`config.mk`:
```
export PLATFORM = sky130hd
export DESIGN_NAME = fetch_queue
export DESIGN_NICKNAME = d
export VERILOG_FILES = /design/src/rtl/fetch_queue.sv
export SDC_FILE = /design/constraint.sdc
export NUM_CORES = 1
export LEC_CHECK = 0
export CAP_MARGIN = 20
export CELL_PAD_IN_SITES_DETAIL_PLACEMENT = 0
export CELL_PAD_IN_SITES_GLOBAL_PLACEMENT = 1
export CORE_MARGIN = 2
export CORE_UTILIZATION = 48
export CTS_BUF_LIST = sky130_fd_sc_hd__clkbuf_4 sky130_fd_sc_hd__clkbuf_8
export CTS_CLUSTER_DIAMETER = 200
export CTS_CLUSTER_SIZE = 10
export DETAILED_ROUTE_END_ITERATION = 8
export PLACE_DENSITY = 0.81
export SYNTH_ARGS = -nofsm -noshare
export SYNTH_HDL_FRONTEND = slang
export SYNTH_SLANG_ARGS = --single-unit
```
`constraint.sdc`:
```
create_clock -name clk -period 2.55 [get_ports clk]
set_input_delay 0.51 -clock clk [delete_from_list [all_inputs] [get_ports clk]]
set_output_delay 0.51 -clock clk [all_outputs]
set_load 0.01 [all_outputs]
```
`src/rtl/fetch_queue.sv`:
```
// fetch_queue: sequential instruction fetch into a small FIFO that feeds decode, flushed by redirects
module fetch_queue #(
    parameter int                    ADDR_WIDTH  = 32,
    parameter int                    INSTR_WIDTH = 32,
    parameter int                    DEPTH       = 4,
    parameter logic [ADDR_WIDTH-1:0] RESET_PC    = '0
) (
    input  logic                     clk,
    input  logic                     reset,
    output logic [ADDR_WIDTH-1:0]    imem_addr,
    input  logic [INSTR_WIDTH-1:0]   imem_rdata,
    input  logic                     redirect_valid,
    input  logic [ADDR_WIDTH-1:0]    redirect_pc,
    output logic                     out_valid,
    output logic [INSTR_WIDTH-1:0]   out_instr,
    output logic [ADDR_WIDTH-1:0]    out_pc,
    input  logic                     out_ready,
    output logic [$clog2(DEPTH):0]   count
);
    localparam int PW = $clog2(DEPTH);
    localparam int CW = PW + 1;

    logic [ADDR_WIDTH-1:0]  fetch_pc;
    logic [ADDR_WIDTH-1:0]  pc_mem    [DEPTH];
    logic [INSTR_WIDTH-1:0] instr_mem [DEPTH];
    logic [PW-1:0]          head;
    logic [PW-1:0]          tail;
    logic                   push;
    logic                   pop;
    logic                   unused_bits;

    // Redirect targets are word aligned, so the low address bits are dropped.
    assign unused_bits = ^redirect_pc[1:0];

    assign imem_addr = fetch_pc;
    assign out_valid = count != '0;
    // Head comes straight from registered storage; imem_rdata never reaches the outputs.
    assign out_pc    = pc_mem[head];
    assign out_instr = instr_mem[head];

    // Handshake qualification: a redirect suppresses both push and pop; a pop frees a slot for a push when full.
    always_comb begin
        pop  = !redirect_valid && out_valid && out_ready;
        push = !redirect_valid && ((count < CW'(DEPTH)) || pop);
    end

    // Control state: fetch address, pointers and occupancy, with redirect flushing everything.
    always_ff @(posedge clk or negedge reset) begin
        if (!reset) begin
            fetch_pc <= RESET_PC;
            head     <= '0;
            tail     <= '0;
            count    <= '0;
        end else if (redirect_valid) begin
            fetch_pc <= {redirect_pc[ADDR_WIDTH-1:2], 2'b00};
            head     <= '0;
            tail     <= '0;
            count    <= '0;
        end else begin
            if (push) begin
                fetch_pc <= fetch_pc + ADDR_WIDTH'(4);
                tail     <= tail + 1'b1;
            end
            if (pop)
                head <= head + 1'b1;
            count <= count + CW'(push) - CW'(pop);
        end
    end

    // Entry storage: cleared on reset so the head reads zero, written at the tail on every push.
    always_ff @(posedge clk or negedge reset) begin
        if (!reset) begin
            for (int i = 0; i < DEPTH; i++) begin
                pc_mem[i]    <= '0;
                instr_mem[i] <= '0;
            end
        end else if (push) begin
            pc_mem[tail]    <= fetch_pc;
            instr_mem[tail] <= imem_rdata;
        end
    end
endmodule
```
==> flow_summary.toml <==
[global_route]
grt_start_max_net_pins = 87
antenna_found_initial = 1
grt_pass1_wl_um = 46160
grt_pass1_vias = 8311
track_usage_pct = 20.97
gr-total-overflow = 0

[logic_synthesis]
ys_types = 38
synth_ff_type = "dfrtp_1"
synth_area_leader_cell = "dfrtp_1"
avgSynthCellArea_sq_um = 15.15
ys_async_sr_fraction_pct = 100.0
ys_seq_area_share_pct = 55.59
synth_area_sq_um = 12830
synth_top_area_share_pct = 55.59
synth_edf_count = 0
ys_top_cells_by_area = "dfrtp_1, mux2_2, mux4_2"
synthAdderAreaFrac_pct = 0.8387
yosys.area_share.simple_pct = 3.852
syn_inst = 847
synthXorXnorAreaFrac_pct = 2.321
synth_compound_area_share_pct = 2.155
synth_warnings = 0
synth_top_family_by_area = "multiplexers"
ys_ff_latch = 285
synthMuxAreaShare_pct = 32.55

[worst_setup_path]
crit_buf_inv = 3
start_kind = "flip-flop"
cpMaxStageDelayCell = "mux4_2"
cp_max_fo = 6
crit_required_ns = 2.04
worstSetupPathType = "reg2out"
cp_data_arrival_time_ns = 2.01
end_kind = "primary output"
cp_cell_sequence = "buf_8, buf_12, mux4_2, buf_6"
slowest_delay_ns = 0.54
crit_family = "multiplexers"

[sta]
hold_viol_final = 0
final.min_clock_period_ns = 2.522
skew_ns = 0.01927
worst_pin_slew_ns = 0.5239
setup_viol = 0
max_freq_mhz = 396.5
fin_crit_sh_pct = 98.91
rsz0062_at_grt = "yes"
drv_slew = 0
hold_slack_ns = 0.3436
setup_slack_ns = 0.02791
relSlewSlack_pct = 64.78

[power_and_ir_drop]
switching_share_pct = 30.15
power_frac_clock_pct = 15.9
p_comb_share_pct = 41.6
max-vdd-ir-drop_mv = 0.5751
p_leak_nw = 6.738
finalPower_mw = 17.81
p_int_mw = 12.44
switchingPower_mw = 5.371
seq_power_share_pct = 42.5
p_per_area_nw_per_um2 = 1131

[clock_tree]
clock-root-buffer = "clkbuf_8"
clockBufferDepth = 3
insertion_delay_ns = 0.53
cts.clk_slew.worst_paths_ns = 0.08
cts_tree = "yes"
clock_sinks = 285
ctsHtreeMaxLevel = 2
cts_inserted_buffers = 34

[cells_and_area]
fin_nets = 1111
postLayoutCellArea_sq_um = 15750
layout-drive-gt1-share_pct = 45.76
syn_to_final_growth_pct = 22.72
final_cell_count_no_fill = 1374

[routing]
vias = 7682
drtIter0Drc = 436
dr.pass1.iters = 6
drtAntennaViolNets = 0
wirelength_um = 28680
wire_per_inst_um = 20.87
drc_errors = 24
via_per_inst = 5.591

[worst_hold_path]
worstHoldPathType = "in2reg"

[placement]
gp_congestion = 0.7706
dp_slack_ns = 0.03280
dp_cells = 1318
placedInstanceArea_sq_um = 15070
io_buffers = 161
dpl.hpwl_um = 18190

[outcome]
failed_checks = "DRC"
status = "finished, violations left"

[die]
core-area_sq_um = 26130
fp.dieH_um = 167.5
die_area_sq_um = 28050
core.rowCount = 59
start_util_pct = 49.10
die_w_um = 167.5
ioPinCount = 168

[job]
cap_violations = 0
## power by group through the flow
stage / Clock, mW / Sequential, mW / Combinational, mW
final: 2.82 / 7.57 / 7.42
after global routing: 3.11 / 7.82 / 7.97
after CTS: 2.94 / 7.56 / 7.24
after detailed placement: 0 / 7.65 / 7.35
after global placement: 0 / 7.55 / 7.23
after floorplan: 0 / 7.29 / 4.56
## flip-flops by register name, summed over array words and instances (netlist names)
name	count
pc_mem	120
instr_mem	128
imem_addr	30
head	2
tail	2
count	3
## layout make-up
class	instances	area (sq um)
tap	335	419.2
clock inverter	1	7.507
antenna	1	2.502
fill	2073	10390
multi-input combinational	495	5398
inverter	7	26.28
timing repair buffer	212	2238
sequential	285	7137
clock buffer	38	516.7
## cells in the final DEF, fill, tap and decap left out, types with 3 or more instances in the layout
cell | netlist | layout
a2111oi_4 | 3 | 3
and3_1 | 3 | 3
buf_12 | 0 | 21
buf_16 | 0 | 3
buf_2 | 36 | 35
buf_4 | 4 | 20
buf_6 | 2 | 31
clkbuf_8 | 0 | 37
clkdlybuf4s50_1 | 0 | 97
conb_1 | 1 | 4
dfrtp_1 | 285 | 283
ha_1 | 7 | 7
inv_1 | 7 | 7
mux2_2 | 246 | 246
mux4_2 | 62 | 62
nand2_1 | 48 | 44
nand2_4 | 0 | 4
nand3_1 | 16 | 16
nand4_1 | 10 | 10
nor2_1 | 11 | 11
o21ai_0 | 22 | 22
o21ai_1 | 10 | 10
xnor2_1 | 11 | 11
xor2_1 | 23 | 23
## cell families (layout without fill, tap and decap cells)
| family | after synthesis | after routing |
|---|---|---|
| AOI/OAI and AO/OA | 40 | 40 |
| xor gates and xnor gates | 34 | 34 |
| adders and majority gates | 8 | 8 |
| buffers and inverters | 70 | 258 |
| DFF | 285 | 285 |
| muxes | 309 | 309 |
| other | 1 | 5 |
| and+or+nand+nor | 100 | 100 |
## metal layers
layer	part of all wire (%)	up-vias	GRT usage, %
met3	5.1	40	3.829
met5	0	-	0
met1	45	4035	30.29
met4	1.6	0	4.915
li1	-	3438	-
met2	48	169	33.45
## Yosys cell counts (4+ instances only)
cell type,instances
clkbuf_1,18
buf_2,36
o21ai_1,10
buf_4,4
dfrtp_1,285
xnor2_1,11
inv_1,7
o21ai_0,22
nand3_1,16
mux2_2,246
nand4_1,10
ha_1,7
mux4_2,62
nor2_1,11
xor2_1,23
nand2_1,48
## through the flow
stage / utilization (%) / TNS, ns
after floorplan: - / 0
after global placement: 57.66 / 0
after detailed placement: 57.66 / 0
after CTS: 59.83 / -0.7174
after global routing: 60.24 / -0.6444
final: 60.25 / 0
## timing repair
action                                 CTS  global route
pin swaps                                0             0
cloned                                   5             2
setup buffers                            9             1
setup endpoints to repair               62            47
endpoints found under the hold margin   51             0
gates resized for setup                269            21
hold buffers                             1             0
## worst reg2reg max path: stages (launching register included)
cell and delay (ns):
dfrtp_1 0.44, or3_1 0.46, nand2_1 0.14, nor2_1 0.05, ha_1 0.30, inv_1 0.06
ha_1 0.13, inv_1 0.05, fa_1 0.37, xnor2_1 0.16, nor2_1 0.05
## final timing paths
| path | start | endpoint | slack [ns] | cells past startpoint |
|---|---|---|---|---|
| worst max register to register | count[1]$_DFF_PN0_ | count[2]$_DFF_PN0_ | 0.22 | 10 |
| worst min-delay path | redirect_valid | head[0]$_DFFE_PN0P_ | 0.34 | 2 |
| max in group asynchronous | reset | pc_mem[82]$_DFFE_PN0P_ | 1.22 | 3 |
| worst max-delay path | head[0]$_DFFE_PN0P_ | out_instr[25] | 0.03 | 4 |
| min in group asynchronous | reset | instr_mem[113]$_DFFE_PN0P_ | 0.50 | 2 |
| worst min register to register | pc_mem[17]$_DFFE_PN0P_ | pc_mem[17]$_DFFE_PN0P_ | 0.48 | 2 |
Note: power is estimated with default switching activity, not from simulation.
